[src/rtl/video_timing_generator_pkg.sv]
// video_timing_generator_pkg: shared video constants for the 640x480@60 raster.
// Holds the timing defaults, counter and address widths, and the payload
// carried through the read-latency delay line together with its reset value.
package video_timing_generator_pkg;
    localparam int DEF_H_VISIBLE    = 640;
    localparam int DEF_H_FRONT      = 16;
    localparam int DEF_H_SYNC       = 96;
    localparam int DEF_H_BACK       = 48;
    localparam int DEF_V_VISIBLE    = 480;
    localparam int DEF_V_FRONT      = 10;
    localparam int DEF_V_SYNC       = 2;
    localparam int DEF_V_BACK       = 33;
    localparam int DEF_READ_LATENCY = 1;
    localparam int CNT_W            = 10;
    localparam int ADDR_W           = 19;

    typedef struct packed {
        logic [CNT_W-1:0] x;
        logic [CNT_W-1:0] y;
        logic             vis;
        logic             hsync_n;
        logic             vsync_n;
    } timing_t;

    localparam timing_t TIMING_RST = '{x: '0, y: '0, vis: 1'b0, hsync_n: 1'b1, vsync_n: 1'b1};
endpackage

[src/rtl/video_timing_generator_delay_line.sv]
// video_delay_line: enable-gated shift register, DEPTH stages of WIDTH bits.
// Ports: clock, reset (async, active-high), i_en (shift strobe),
//        i_d (stage-0 input), o_q (last stage; equals i_d when DEPTH=0).
// Every stage resets to RESET_VAL.
module video_delay_line #(
    parameter int               WIDTH     = 1,
    parameter int               DEPTH     = 1,
    parameter logic [WIDTH-1:0] RESET_VAL = '0
) (
    input  logic             clock,
    input  logic             reset,
    input  logic             i_en,
    input  logic [WIDTH-1:0] i_d,
    output logic [WIDTH-1:0] o_q
);
    generate
        if (DEPTH == 0) begin : g_wire
            assign o_q = i_d;
        end else begin : g_shift
            logic [WIDTH-1:0] r_stage [DEPTH];
            always_ff @(posedge clock or posedge reset) begin
                if (reset) begin
                    for (int i = 0; i < DEPTH; i++) r_stage[i] <= RESET_VAL;
                end else if (i_en) begin
                    r_stage[0] <= i_d;
                    for (int i = 1; i < DEPTH; i++) r_stage[i] <= r_stage[i-1];
                end
            end
            assign o_q = r_stage[DEPTH-1];
        end
    endgenerate
endmodule

[src/rtl/video_timing_generator.sv]
// video_timing_generator: VGA raster timing with frame-memory latency alignment.
// Ports: clock, reset (async, active-high), pixel_enable (pixel tick);
//        frame_address (read address of the current undelayed pixel),
//        pixel_x_pos/pixel_y_pos, video_active, vga_hsync/vga_vsync (active-low),
//        vga_blank_n -- all delayed READ_LATENCY ticks to meet the read data;
//        frame_start (pulse on the tick the counters wrap to (0,0)).
// Build option: VIDEO_PIXEL_DOUBLING_EN selects a 320x240 doubled address map.
module video_timing_generator
    import video_timing_generator_pkg::*;
#(
    parameter int H_VISIBLE    = DEF_H_VISIBLE,
    parameter int H_FRONT      = DEF_H_FRONT,
    parameter int H_SYNC       = DEF_H_SYNC,
    parameter int H_BACK       = DEF_H_BACK,
    parameter int V_VISIBLE    = DEF_V_VISIBLE,
    parameter int V_FRONT      = DEF_V_FRONT,
    parameter int V_SYNC       = DEF_V_SYNC,
    parameter int V_BACK       = DEF_V_BACK,
    parameter int READ_LATENCY = DEF_READ_LATENCY
) (
    input  logic              clock,
    input  logic              reset,
    input  logic              pixel_enable,
    output logic [ADDR_W-1:0] frame_address,
    output logic [CNT_W-1:0]  pixel_x_pos,
    output logic [CNT_W-1:0]  pixel_y_pos,
    output logic              video_active,
    output logic              vga_hsync,
    output logic              vga_vsync,
    output logic              vga_blank_n,
    output logic              frame_start
);
    localparam logic [CNT_W-1:0] H_VIS  = CNT_W'(H_VISIBLE);
    localparam logic [CNT_W-1:0] H_SS   = CNT_W'(H_VISIBLE + H_FRONT);
    localparam logic [CNT_W-1:0] H_SE   = CNT_W'(H_VISIBLE + H_FRONT + H_SYNC);
    localparam logic [CNT_W-1:0] H_LAST = CNT_W'(H_VISIBLE + H_FRONT + H_SYNC + H_BACK - 1);
    localparam logic [CNT_W-1:0] V_VIS  = CNT_W'(V_VISIBLE);
    localparam logic [CNT_W-1:0] V_SS   = CNT_W'(V_VISIBLE + V_FRONT);
    localparam logic [CNT_W-1:0] V_SE   = CNT_W'(V_VISIBLE + V_FRONT + V_SYNC);
    localparam logic [CNT_W-1:0] V_LAST = CNT_W'(V_VISIBLE + V_FRONT + V_SYNC + V_BACK - 1);

    logic [CNT_W-1:0]  r_h, r_v, w_h_nxt, w_v_nxt;
    logic [ADDR_W-1:0] r_addr;
    logic              w_h_wrap, w_v_wrap, w_nxt_vis;
    timing_t           w_tm, w_dl;

    // Shift-add only: y*640 = (y<<9)+(y<<7); doubled y*320 = (y<<8)+(y<<6).
    function automatic logic [ADDR_W-1:0] pix_addr(input logic [CNT_W-1:0] h, input logic [CNT_W-1:0] v);
        logic [ADDR_W-1:0] vy, hx;
`ifdef VIDEO_PIXEL_DOUBLING_EN
        vy = ADDR_W'(v >> 1);
        hx = ADDR_W'(h >> 1);
        return (vy << 8) + (vy << 6) + hx;
`else
        vy = ADDR_W'(v);
        hx = ADDR_W'(h);
        return (vy << 9) + (vy << 7) + hx;
`endif
    endfunction

    assign w_h_wrap  = r_h == H_LAST;
    assign w_v_wrap  = r_v == V_LAST;
    assign w_h_nxt   = w_h_wrap ? '0 : r_h + 1'b1;
    assign w_v_nxt   = w_h_wrap ? (w_v_wrap ? '0 : r_v + 1'b1) : r_v;
    assign w_nxt_vis = w_h_nxt < H_VIS && w_v_nxt < V_VIS;

    always_ff @(posedge clock or posedge reset) begin
        if (reset) begin
            r_h    <= '0;
            r_v    <= '0;
            r_addr <= '0;
        end else if (pixel_enable) begin
            r_h    <= w_h_nxt;
            r_v    <= w_v_nxt;
            // Computed from the next counts so the address lines up with the counters it names.
            r_addr <= w_nxt_vis ? pix_addr(w_h_nxt, w_v_nxt) : '0;
        end
    end

    assign w_tm = '{
        x:       r_h,
        y:       r_v,
        vis:     r_h < H_VIS && r_v < V_VIS,
        hsync_n: !(r_h >= H_SS && r_h < H_SE),
        vsync_n: !(r_v >= V_SS && r_v < V_SE)
    };

    video_delay_line #(
        .WIDTH     ($bits(timing_t)),
        .DEPTH     (READ_LATENCY),
        .RESET_VAL (TIMING_RST)
    ) u_delay (
        .clock (clock),
        .reset (reset),
        .i_en  (pixel_enable),
        .i_d   (w_tm),
        .o_q   (w_dl)
    );

    assign frame_address = r_addr;
    assign pixel_x_pos   = w_dl.x;
    assign pixel_y_pos   = w_dl.y;
    assign video_active  = w_dl.vis;
    assign vga_blank_n   = w_dl.vis;
    assign vga_hsync     = w_dl.hsync_n;
    assign vga_vsync     = w_dl.vsync_n;
    assign frame_start   = pixel_enable && w_h_wrap && w_v_wrap;
endmodule
[config.mk]
export PLATFORM = sky130hd
export DESIGN_NAME = video_timing_generator
export DESIGN_NICKNAME = d
export VERILOG_FILES = /design/src/rtl/video_timing_generator_pkg.sv /design/src/rtl/video_timing_generator_delay_line.sv /design/src/rtl/video_timing_generator.sv
export SDC_FILE = /design/constraint.sdc
export NUM_CORES = 1
export LEC_CHECK = 0
export BUFFER_PORTS_ARGS = -buffer_cell sky130_fd_sc_hd__buf_4
export CELL_PAD_IN_SITES_DETAIL_PLACEMENT = 1
export CELL_PAD_IN_SITES_GLOBAL_PLACEMENT = 1
export CORE_ASPECT_RATIO = 1.75
export CORE_MARGIN = 3
export CORE_UTILIZATION = 49
export CTS_CLUSTER_DIAMETER = 200
export DETAILED_ROUTE_END_ITERATION = 7
export HOLD_SLACK_MARGIN = 0.05
export PLACE_DENSITY_LB_ADDON = 0.3
export SLEW_MARGIN = 15
export SYNTH_ARGS = -nofsm -noshare
export SYNTH_HDL_FRONTEND = slang
export SYNTH_SLANG_ARGS = --single-unit
export TNS_END_PERCENT = 100
[constraint.sdc]
create_clock -name clock -period 12.1 [get_ports clock]
set_clock_uncertainty 0.2 [all_clocks]
set_input_delay 1.21 -clock clock [delete_from_list [all_inputs] [get_ports clock]]
set_output_delay 1.21 -clock clock [all_outputs]
set_load 0.005 [all_outputs]
==> report_table.html, run 1 <==
<table>
<tr><th>Metric</th><th>Value</th></tr>
<tr><th colspan="2">Run status</th></tr>
<tr><td>Run status</td><td>complete, no violations</td></tr>
<tr><th colspan="2">Floorplanning</th></tr>
<tr><td>Area of the die</td><td>about 8600 um^2</td></tr>
<tr><td>Initial Util</td><td>0.507</td></tr>
<tr><td>Cell Rows</td><td>41</td></tr>
<tr><td>I/O Pins</td><td>47</td></tr>
<tr><td>Die X</td><td>about 71 um</td></tr>
<tr><td>Area inside the core boundary</td><td>slightly above 7000 um^2</td></tr>
<tr><td>Die Span Y</td><td>approximately 120 um</td></tr>
<tr><th colspan="2">Synth</th></tr>
<tr><td>Distinct cell type count after synthesis</td><td>57</td></tr>
<tr><td>Most used standard cells in the synthesized netlist</td><td>sky130_fd_sc_hd__dfrtp_1 (60), sky130_fd_sc_hd__mux2_2 (25), sky130_fd_sc_hd__ha_1 (23), sky130_fd_sc_hd__nand2_1 (23), sky130_fd_sc_hd__xnor2_1 (22)</td></tr>
<tr><td>Synthesis Warnings</td><td>0</td></tr>
<tr><td>Primary flip-flop cell chosen by synthesis mapping</td><td>sky130_fd_sc_hd__dfrtp_1</td></tr>
<tr><td>Yosys reg bits</td><td>62</td></tr>
<tr><td>Leading cell type by number of instances after synthesis</td><td>sky130_fd_sc_hd__dfrtp_1</td></tr>
<tr><td>Gate count after technology mapping</td><td>around 350</td></tr>
<tr><td>Mapped cell area</td><td>between 3000 and 4000 um^2</td></tr>
<tr><td>Leading post-synthesis cells by cell area</td><td>sky130_fd_sc_hd__dfrtp_1 (41%), sky130_fd_sc_hd__ha_1 (7.8%), sky130_fd_sc_hd__mux2_2 (7.7%), sky130_fd_sc_hd__xnor2_1 (5.3%), sky130_fd_sc_hd__a31o_2 (3.3%)</td></tr>
<tr><td>Number of flops mapped to enable cells by yosys</td><td>0</td></tr>
<tr><td>Proportion of netlist area held by the largest area contributor</td><td>0.409</td></tr>
<tr><td>Synthesized area divided by synthesized cell count</td><td>about 10 um^2</td></tr>
<tr><td>Seq/Total Area, Yosys</td><td>0.424</td></tr>
<tr><td>Largest area contributor in the synthesized netlist</td><td>sky130_fd_sc_hd__dfrtp_1</td></tr>
<tr><td>Async set-or-reset flop fraction in the synthesized netlist</td><td>1.00</td></tr>
<tr><td>Synthesized Nets</td><td>roughly 380</td></tr>
<tr><th colspan="2">Layout</th></tr>
<tr><td>Fraction of layout instances using a drive strength above 1</td><td>0.291</td></tr>
<tr><td>Number of fill cells</td><td>roughly 770</td></tr>
<tr><td>Layout net count</td><td>415</td></tr>
<tr><td>Synth-to-Final Area Change</td><td>18.5%</td></tr>
<tr><td>Ant diodes</td><td>0</td></tr>
<tr><td>Post-route non-filler standard cell count</td><td>478</td></tr>
<tr><th colspan="2">Detailed routing</th></tr>
<tr><td>Number of iterations in the first detailed-routing pass</td><td>4</td></tr>
<tr><td>Post-detailed-route DRC marker count</td><td>0</td></tr>
<tr><td>Vias per Instance</td><td>5.92</td></tr>
<tr><td>Initial detailed-routing violation count</td><td>94</td></tr>
<tr><td>WL/cell</td><td>between 20 and 25 um</td></tr>
<tr><td>Total wire length</td><td>9610 um</td></tr>
<tr><td>Total via count after detailed routing</td><td>2828</td></tr>
<tr><td>DRT antenna net count</td><td>0</td></tr>
<tr><th colspan="2">STA</th></tr>
<tr><td>Final Cycle Share</td><td>0.396</td></tr>
<tr><td>Actual slew at the worst max-slew pin</td><td>slightly below 1000 ps</td></tr>
<tr><td>Setup_tns</td><td>0 ps</td></tr>
<tr><td>RSZ-0062 raised after global routing</td><td>false</td></tr>
<tr><td>Final setup fails</td><td>0</td></tr>
<tr><td>Number of hold violations in the final report</td><td>0</td></tr>
<tr><td>Final Max Tran Viols</td><td>0</td></tr>
<tr><td>Fmax</td><td>roughly 210 MHz</td></tr>
<tr><td>Clock period minus final worst setup slack</td><td>4800 ps</td></tr>
<tr><td>Max-slew headroom</td><td>0.343</td></tr>
<tr><th colspan="2">CTS</th></tr>
<tr><td>H-tree levels</td><td>3</td></tr>
<tr><td>Gates resized, CTS repair</td><td>0</td></tr>
<tr><td>Total clock sinks</td><td>62</td></tr>
<tr><td>Setup fix buffers added after clock tree synthesis</td><td>0</td></tr>
<tr><td>CTS hold repair buffers</td><td>0</td></tr>
<tr><td>Buffer levels on the longest clock path</td><td>2</td></tr>
<tr><td>Root Buffer Master</td><td>sky130_fd_sc_hd__clkbuf_16</td></tr>
<tr><td>Clk slew on worst S/H paths</td><td>around 50 ps</td></tr>
<tr><td>Clock latency at the later pin of the worst-skew pair</td><td>between 300 and 400 ps</td></tr>
<tr><td>Number of buffers created by CTS</td><td>9</td></tr>
<tr><td>Clock tree from TritonCTS</td><td>done</td></tr>
<tr><th colspan="2">Critical path</th></tr>
<tr><td>Critical path required time</td><td>between 10000 and 15000 ps</td></tr>
<tr><td>Startpoint Class</td><td>flip-flop</td></tr>
<tr><td>Worst-path cell with the longest stage delay</td><td>sky130_fd_sc_hd__nor3b_2</td></tr>
<tr><td>Cells traversed along the worst timing path</td><td>ha_1, nand3_1, nor3b_2, nand2b_1, nor2_1, a21oi_1, fa_1, inv_1, ha_1, a211oi_1, o21ai_0, a31o_2, a21oi_1, xnor2_1, a31o_2</td></tr>
<tr><td>Crit path max-delay family</td><td>compound AO/OA/AOI/OAI gates</td></tr>
<tr><td>Category of the worst setup path capture point</td><td>flip-flop</td></tr>
<tr><td>Critical Path Fanout Max</td><td>10</td></tr>
<tr><td>Data arrival time at the worst-slack endpoint</td><td>between 4000 and 5000 ps</td></tr>
<tr><td>Setup Crit Path Kind</td><td>reg2reg</td></tr>
<tr><td>Crit path buf inv count</td><td>1</td></tr>
<tr><td>Maximum single-stage delay on the critical path</td><td>between 600 and 700 ps</td></tr>
<tr><th colspan="2">Global routing</th></tr>
<tr><td>Overall Global Routing Usage</td><td>0.239</td></tr>
<tr><td>Antenna violations before repair</td><td>0</td></tr>
<tr><td>Via count of the first global-routing pass</td><td>3110</td></tr>
<tr><td>Wire length of the first global-routing pass</td><td>approximately 16000 um</td></tr>
<tr><td>Global-route congestion overflow total</td><td>0</td></tr>
<tr><td>Maximum number of pins on one net before global-route repair</td><td>86</td></tr>
<tr><th colspan="2">Power and ir drop</th></tr>
<tr><td>Pwr/cell area</td><td>169 nW/um^2</td></tr>
<tr><td>Maximum resistive drop on vdd</td><td>0.125 mV</td></tr>
<tr><td>Leakage power figure</td><td>~2.1 nW</td></tr>
<tr><th colspan="2">Place</th></tr>
<tr><td>Estimated wirelength of the detail-placed design</td><td>6400 um</td></tr>
<tr><td>Final Wtd Congestion</td><td>a little over 0.8</td></tr>
<tr><td>Quantity of I/O buffers inserted on ports</td><td>46</td></tr>
<tr><td>Placed instance count</td><td>462</td></tr>
<tr><th colspan="2">Min path</th></tr>
<tr><td>Classification of the worst-slack hold path</td><td>reg2reg</td></tr>
<tr><th colspan="2">Run</th></tr>
<tr><td>Number of max-cap violations</td><td>0</td></tr>
</table>
==> sequential cells by signal, indices dropped and copies added (netlist names) <==
name,flops
frame_address,19
r_h,10
r_v,10
u_delay.o_q,23
==> per-stage QoR <==
stage / setup slack, ps / total power [mW] / utilization / hold WS [ps] / cell area [um^2]
floorplan: 8020 / 0.373 / - / 275 / 3670
global placement: 7600 / 0.431 / 0.555 / 283 / 4010
detailed placement: 7370 / 0.439 / 0.555 / 293 / 4010
CTS: 7290 / 0.739 / 0.601 / 300 / 4350
global route: 6990 / 0.765 / 0.601 / 311 / 4350
finish: 7300 / 0.733 / 0.601 / 300 / 4350
==> layer usage <==
layer	part of all wire	GRT usage	routed length [um]	up-vias
met5	0	0	0	-
met4	0.044	0.165	425	0
met1	0.37	0.252	3590	1416
met2	0.55	0.425	5310	67
li1	-	-	-	1312
met3	0.029	0.0341	282	33
==> cell usage in the layout, fill, tap and decap left out, types with 2 or more instances in the layout <==
cell type and count:
sky130_fd_sc_hd__nor4_4 2, sky130_fd_sc_hd__a21o_1 2, sky130_fd_sc_hd__nand3_1 11, sky130_fd_sc_hd__a31oi_1 2, sky130_fd_sc_hd__buf_4 47, sky130_fd_sc_hd__clkbuf_8 3
sky130_fd_sc_hd__bufinv_16 2, sky130_fd_sc_hd__dfrtp_1 60, sky130_fd_sc_hd__nand2_1 23, sky130_fd_sc_hd__xnor2_1 22, sky130_fd_sc_hd__nor3_1 2, sky130_fd_sc_hd__o32ai_1 5
sky130_fd_sc_hd__ha_1 23, sky130_fd_sc_hd__and4_1 2, sky130_fd_sc_hd__nor2_1 15, sky130_fd_sc_hd__nand4_1 4, sky130_fd_sc_hd__clkbuf_16 9, sky130_fd_sc_hd__a31o_2 14
sky130_fd_sc_hd__xor2_1 5, sky130_fd_sc_hd__fa_1 2, sky130_fd_sc_hd__o21ai_0 16, sky130_fd_sc_hd__a21oi_1 15, sky130_fd_sc_hd__o31ai_1 2, sky130_fd_sc_hd__mux2_2 25
sky130_fd_sc_hd__nor2b_1 14, sky130_fd_sc_hd__dfstp_2 2, sky130_fd_sc_hd__nand2b_1 6, sky130_fd_sc_hd__o21a_1 2, sky130_fd_sc_hd__and3_1 3, sky130_fd_sc_hd__inv_1 19
sky130_fd_sc_hd__nor4_1 6
==> tightest hold or removal path, stage by stage, from the launching register on <==
cell                      delay, ps
sky130_fd_sc_hd__dfstp_2        370
sky130_fd_sc_hd__nor2_1          80
sky130_fd_sc_hd__a31oi_1         40
==> power breakdown <==
group	internal (mW)	total (mW)	leakage [nW]	switching (mW)
Clock	0.197	0.293	0.166	0.0958
Sequential	0.243	0.283	0.791	0.0397
Combinational	0.0824	0.157	1.10	0.0749
Total	0.523	0.733	2.06	0.210
==> kinds of logic after synthesis <==
logic type | Yosys count | share of synthesized area
muxes | 25 | 0.0767
AOI/OAI and AO/OA | 69 | 0.135
DFF | 62 | 0.424
xor gates and xnor gates | 27 | 0.0645
and+or+nand+nor | 101 | 0.159
buffers and inverters | 44 | 0.0522
adders and majority gates | 25 | 0.0894
==> area by class of cell <==
cell class | count | area [um^2] | share of cell area
timing repair buffer | 47 | 353 | 0.0812
inverter | 20 | 75.1 | 0.0173
clock inverter | 3 | 65.1 | 0.0150
clock buffer | 13 | 270 | 0.0622
multi-input combinational | 247 | 1920 | 0.442
tap | 86 | 108 | 0.0247
sequential | 62 | 1550 | 0.357
==> path summary, 6_finish.rpt <==
path	startpoint	endpoint	slack [ps]	cells past startpoint
max in group asynchronous	reset	frame_address[8]$_DFFE_PP0P_	10280	3
hold reg to reg	u_delay.o_q[0]$_DFFE_PP1P_	u_delay.o_q[0]$_DFFE_PP1P_	300	2
setup / recovery	r_h[0]$_DFFE_PP0P_	frame_address[17]$_DFFE_PP0P_	7300	15
setup reg to reg	r_h[0]$_DFFE_PP0P_	frame_address[17]$_DFFE_PP0P_	7300	15
min in group asynchronous	reset	r_h[1]$_DFFE_PP0P_	910	3
hold / removal	u_delay.o_q[0]$_DFFE_PP1P_	u_delay.o_q[0]$_DFFE_PP1P_	300	2
Note: power is estimated with default switching activity, not from simulation.
==> inputs of run 2 (changes only) <==
ABC_AREA = 1   (was default)
CORE_UTILIZATION = 39   (was 49)
clock period = 4.3 ns   (was 12.1 ns; I/O delays follow)
==> report_table.html, run 2 <==
<table>
<tr><th>Metric</th><th>Value</th></tr>
<tr><th colspan="2">Detailed routing</th></tr>
<tr><td>Post-detailed-route DRC marker count</td><td>0 (unchanged)</td></tr>
<tr><td>DRT antenna net count</td><td>0 (unchanged)</td></tr>
<tr><td>Initial detailed-routing violation count</td><td>181 (+93%)</td></tr>
<tr><td>Vias per Instance</td><td>5.16 (-13%)</td></tr>
<tr><td>WL/cell</td><td>15.7 um (-22%)</td></tr>
<tr><td>Total via count after detailed routing</td><td>3466 (+23%)</td></tr>
<tr><td>Total wire length</td><td>10500 um (+9.8%)</td></tr>
<tr><td>Number of iterations in the first detailed-routing pass</td><td>4 (unchanged)</td></tr>
<tr><th colspan="2">Layout</th></tr>
<tr><td>Layout net count</td><td>573 (+38%)</td></tr>
<tr><td>Flip-flop count of the largest register after layout</td><td>23 (unchanged)</td></tr>
<tr><td>Total non-filler cell area in the finished layout</td><td>4550 um^2 (+4.7%)</td></tr>
<tr><td>Commonest cells after routing, fill and taps aside</td><td>sky130_fd_sc_hd__nand2_1 (153), sky130_fd_sc_hd__dfrtp_1 (60), sky130_fd_sc_hd__inv_1 (59)</td></tr>
<tr><td>Most frequent standard cell in the layout excluding fill and tap cells</td><td>sky130_fd_sc_hd__nand2_1</td></tr>
<tr><td>Synth-to-Final Area Change</td><td>19.5%</td></tr>
<tr><td>Fraction of layout instances using a drive strength above 1</td><td>0.189 (-0.102)</td></tr>
<tr><td>Ant diodes</td><td>0 (unchanged)</td></tr>
<tr><th colspan="2">CTS</th></tr>
<tr><td>Total clock sinks</td><td>62 (unchanged)</td></tr>
<tr><td>Clock tree from TritonCTS</td><td>done</td></tr>
<tr><td>Buffer levels on the longest clock path</td><td>2 (unchanged)</td></tr>
<tr><td>Clk slew on worst S/H paths</td><td>60 ps (about the same)</td></tr>
<tr><td>H-tree levels</td><td>3 (unchanged)</td></tr>
<tr><td>Root Buffer Master</td><td>sky130_fd_sc_hd__clkbuf_16</td></tr>
<tr><td>Number of buffers created by CTS</td><td>9 (unchanged)</td></tr>
<tr><td>Clock latency at the later pin of the worst-skew pair</td><td>340 ps (about the same)</td></tr>
<tr><th colspan="2">Synth</th></tr>
<tr><td>Proportion of netlist area held by the largest area contributor</td><td>0.394 (-0.0153)</td></tr>
<tr><td>Synthesis Warnings</td><td>0 (unchanged)</td></tr>
<tr><td>Combinational family with the most area after synthesis</td><td>simple AND/OR/NAND/NOR gates</td></tr>
<tr><td>Leading cell type by number of instances after synthesis</td><td>sky130_fd_sc_hd__nand2_1</td></tr>
<tr><td>Synthesized Nets</td><td>527 (+38%)</td></tr>
<tr><td>Gate count after technology mapping</td><td>499 (+41%)</td></tr>
<tr><td>Number of flops mapped to enable cells by yosys</td><td>0 (unchanged)</td></tr>
<tr><td>Compound-gate portion of the synthesized area</td><td>0.0919 (-0.0431)</td></tr>
<tr><td>Async set-or-reset flop fraction in the synthesized netlist</td><td>1.00 (unchanged)</td></tr>
<tr><td>Arithmetic-cell share of the synthesized area counting full adders, half adders and majority gates</td><td>0.0860 (-0.00334)</td></tr>
<tr><td>Primary flip-flop cell chosen by synthesis mapping</td><td>sky130_fd_sc_hd__dfrtp_1</td></tr>
<tr><td>Leading post-synthesis cells by cell area</td><td>sky130_fd_sc_hd__dfrtp_1 (39%), sky130_fd_sc_hd__nand2_1 (15%), sky130_fd_sc_hd__ha_1 (7.6%), sky130_fd_sc_hd__inv_1 (5.9%), sky130_fd_sc_hd__o21ai_0 (5.9%)</td></tr>
<tr><td>Yosys reg bits</td><td>62 (unchanged)</td></tr>
<tr><td>Multiplexer area fraction after synthesis</td><td>0 (-0.0767)</td></tr>
<tr><td>Mapped cell area</td><td>3810 um^2 (+3.9%)</td></tr>
<tr><td>Post-synthesis share of cell area spent on xor and xnor gates</td><td>0.0135 (-0.0510)</td></tr>
<tr><td>Distinct cell type count after synthesis</td><td>40 (-30%)</td></tr>
<tr><td>Largest area contributor in the synthesized netlist</td><td>sky130_fd_sc_hd__dfrtp_1</td></tr>
<tr><td>Simple logic cell fraction of the synthesized area</td><td>0.312 (+0.153)</td></tr>
<tr><td>Synthesized area divided by synthesized cell count</td><td>7.64 um^2 (-27%)</td></tr>
<tr><td>Seq/Total Area, Yosys</td><td>0.408 (-0.0159)</td></tr>
<tr><td>Most used standard cells in the synthesized netlist</td><td>sky130_fd_sc_hd__nand2_1 (153), sky130_fd_sc_hd__dfrtp_1 (60), sky130_fd_sc_hd__inv_1 (60), sky130_fd_sc_hd__o21ai_0 (45), sky130_fd_sc_hd__nor2_1 (41)</td></tr>
<tr><th colspan="2">Global routing</th></tr>
<tr><td>Via count of the first global-routing pass</td><td>3671 (+18%)</td></tr>
<tr><td>Wire length of the first global-routing pass</td><td>17500 um (+11%)</td></tr>
<tr><td>Antenna violations before repair</td><td>0 (unchanged)</td></tr>
<tr><td>Global-route congestion overflow total</td><td>0 (unchanged)</td></tr>
<tr><td>Overall Global Routing Usage</td><td>0.209 (-0.0305)</td></tr>
<tr><td>Maximum number of pins on one net before global-route repair</td><td>54 (-37%)</td></tr>
<tr><th colspan="2">STA</th></tr>
<tr><td>Number of hold violations in the final report</td><td>0 (unchanged)</td></tr>
<tr><td>Final Max Tran Viols</td><td>0 (unchanged)</td></tr>
<tr><td>Final setup fails</td><td>0 (unchanged)</td></tr>
<tr><td>Fmax</td><td>262 MHz (+26%)</td></tr>
<tr><td>Hold WS</td><td>280 ps (-19.8 ps)</td></tr>
<tr><td>RSZ-0062 raised after global routing</td><td>false</td></tr>
<tr><td>Max-slew headroom</td><td>0.477 (+0.133)</td></tr>
<tr><td>Setup_tns</td><td>0 ps (unchanged)</td></tr>
<tr><td>Final Cycle Share</td><td>0.888 (+0.491)</td></tr>
<tr><td>Actual slew at the worst max-slew pin</td><td>784 ps (-196 ps)</td></tr>
<tr><td>Clock period minus final worst setup slack</td><td>3820 ps (-979 ps)</td></tr>
<tr><th colspan="2">Run</th></tr>
<tr><td>Number of max-cap violations</td><td>0 (unchanged)</td></tr>
<tr><th colspan="2">Critical path</th></tr>
<tr><td>R2R setup slack</td><td>480 ps (-6820 ps)</td></tr>
<tr><td>Startpoint Class</td><td>flip-flop</td></tr>
<tr><td>Critical register-to-register path startpoint</td><td>r_h[0]$_DFFE_PP0P_</td></tr>
<tr><td>Data arrival time at the worst-slack endpoint</td><td>3890 ps (-940 ps)</td></tr>
<tr><td>Critical path required time</td><td>4370 ps (-7760 ps)</td></tr>
<tr><td>Reg2reg end</td><td>frame_address[14]$_DFFE_PP0P_</td></tr>
<tr><td>Critical Path Fanout Max</td><td>9 (-1)</td></tr>
<tr><td>Path depth of the worst reg2reg path</td><td>17 (+2)</td></tr>
<tr><td>Category of the worst setup path capture point</td><td>flip-flop</td></tr>
<tr><td>Setup Crit Path Kind</td><td>reg2reg</td></tr>
<tr><th colspan="2">Floorplanning</th></tr>
<tr><td>I/O Pins</td><td>47 (unchanged)</td></tr>
<tr><td>Die Span Y</td><td>137 um (+14%)</td></tr>
<tr><td>Cell Rows</td><td>47 (+15%)</td></tr>
<tr><td>Die X</td><td>80.7 um (+13%)</td></tr>
<tr><td>Initial Util</td><td>0.403 (-0.105)</td></tr>
<tr><td>Area of the die</td><td>11000 um^2 (+28%)</td></tr>
<tr><td>Area inside the core boundary</td><td>9470 um^2 (+31%)</td></tr>
<tr><th colspan="2">Power and ir drop</th></tr>
<tr><td>Internal Dissipation</td><td>1.47 mW (+180%)</td></tr>
<tr><td>Comb power frac</td><td>0.309 (+0.094)</td></tr>
<tr><td>Switching Share</td><td>0.354 (+0.0669)</td></tr>
<tr><td>Leakage power figure</td><td>2.38 nW (+16%)</td></tr>
<tr><td>Clock share of power</td><td>0.320 (-0.079)</td></tr>
<tr><td>Net switching power of the design</td><td>0.805 mW (+280%)</td></tr>
<tr><td>Pwr/cell area</td><td>500 nW/um^2 (+200%)</td></tr>
<tr><td>Maximum resistive drop on vdd</td><td>0.221 mV (+77%)</td></tr>
<tr><td>Sequential fraction of design power</td><td>0.371 (-0.015)</td></tr>
<tr><th colspan="2">Min path</th></tr>
<tr><td>Classification of the worst-slack hold path</td><td>reg2reg</td></tr>
<tr><td>Start point of the worst hold path</td><td>u_delay.o_q[13]$_DFFE_PP0P_</td></tr>
<tr><td>Hold path cells</td><td>2 (unchanged)</td></tr>
<tr><td>Worst min-delay path endpoint</td><td>u_delay.o_q[13]$_DFFE_PP0P_</td></tr>
<tr><th colspan="2">Place</th></tr>
<tr><td>Estimated wirelength of the detail-placed design</td><td>8090 um (+26%)</td></tr>
<tr><td>Area after DPL</td><td>4240 um^2 (+5.7%)</td></tr>
<tr><td>Quantity of I/O buffers inserted on ports</td><td>46 (unchanged)</td></tr>
<tr><td>Final Wtd Congestion</td><td>0.930 (+13%)</td></tr>
<tr><th colspan="2">Run status</th></tr>
<tr><td>Run status</td><td>complete, no violations</td></tr>
</table>
## run 2: cell count changes after synthesis, moves of 5 or more
cell,previous run,this run
sky130_fd_sc_hd__a31o_2,14,0
sky130_fd_sc_hd__inv_1,20,60
sky130_fd_sc_hd__mux2_2,25,0
sky130_fd_sc_hd__nand2_1,23,153
sky130_fd_sc_hd__nand2_2,0,15
sky130_fd_sc_hd__nand2b_1,6,0
sky130_fd_sc_hd__nand3_1,11,26
sky130_fd_sc_hd__nor2_1,15,41
sky130_fd_sc_hd__nor2b_1,14,0
sky130_fd_sc_hd__nor4_1,6,1
sky130_fd_sc_hd__o21ai_0,16,45
sky130_fd_sc_hd__o32ai_1,5,0
sky130_fd_sc_hd__xnor2_1,22,1
## run 2: cell families (layout without fill, tap and decap cells)
family / Yosys count / in the layout
AND/OR/NAND/NOR: 262 / 262
AO/OA/AOI/OAI: 65 / 65
XOR/XNOR: 5 / 5
adder cells (fa/ha/maj): 25 / 25
flip-flops: 62 / 62
buffers and inverters: 80 / 131
## run 2: area by class of cell
cell class	instances	area [um^2]
sequential	62	1550
timing repair buffer	51	385
multi-input combinational	357	1920
clock buffer	9	225
inverter	64	241
tap	122	153
clock inverter	7	72.6
fill	1199	4910
## run 2: per-stage QoR
stage	total power, mW	setup slack [ps]	util	std cells
after floorplan	1.26	709	-	499
after detailed placement	1.57	377	0.448	655
after CTS	2.31	347	0.480	672
after global routing	2.45	70.7	0.481	672
final	2.28	484	0.481	672
after global placement	1.54	491	0.448	655
## run 2: layer usage
layer	vias to the layer above	track usage	wire, um
met5	-	0	0
li1	1668	-	-
met1	1701	0.217	3900
met3	38	0.0375	262
met4	0	0.116	484
met2	59	0.385	5900
## run 2: critical path: stages (launching register included)
cell	delay, ps
sky130_fd_sc_hd__dfrtp_1	410
sky130_fd_sc_hd__ha_1	240
sky130_fd_sc_hd__nand3_2	120
sky130_fd_sc_hd__inv_2	120
sky130_fd_sc_hd__nand3_4	140
sky130_fd_sc_hd__o21ai_0	250
sky130_fd_sc_hd__inv_1	80
sky130_fd_sc_hd__nor3_2	200
sky130_fd_sc_hd__inv_1	100
sky130_fd_sc_hd__fa_1	540
sky130_fd_sc_hd__fa_1	510
sky130_fd_sc_hd__o21bai_1	310
sky130_fd_sc_hd__nand2_1	90
sky130_fd_sc_hd__nand2_1	90
sky130_fd_sc_hd__nor2_1	40
sky130_fd_sc_hd__nor3b_1	180
sky130_fd_sc_hd__nand2_1	70
sky130_fd_sc_hd__nand2_1	70
## run 2: repair_timing
action / CTS / global route
hold buffers: 1 / 0
hold endpoints to repair: 22 / 0
buffers inserted: 0 / 0
setup endpoints to repair: 0 / 6
gates resized for setup: 0 / 2
## run 2: power groups by stage
stage	combinational, mW	clock (mW)	sequential (mW)
floorplan	0.429	0	0.830
global placement	0.696	0	0.845
detailed placement	0.716	0	0.853
CTS	0.723	0.745	0.845
global route	0.810	0.772	0.864
finish	0.704	0.728	0.843
## run 2: worst max-delay path by stage
stage / from / end / slack, ps
after floorplan: r_h[0]$_DFFE_PP0P_ / frame_address[15]$_DFFE_PP0P_ / 710
after global placement: r_h[0]$_DFFE_PP0P_ / frame_address[17]$_DFFE_PP0P_ / 490
after detailed placement: r_h[0]$_DFFE_PP0P_ / frame_address[17]$_DFFE_PP0P_ / 380
after CTS: r_h[0]$_DFFE_PP0P_ / frame_address[17]$_DFFE_PP0P_ / 350
after global routing: r_h[0]$_DFFE_PP0P_ / frame_address[17]$_DFFE_PP0P_ / 70
final: r_h[0]$_DFFE_PP0P_ / frame_address[14]$_DFFE_PP0P_ / 480
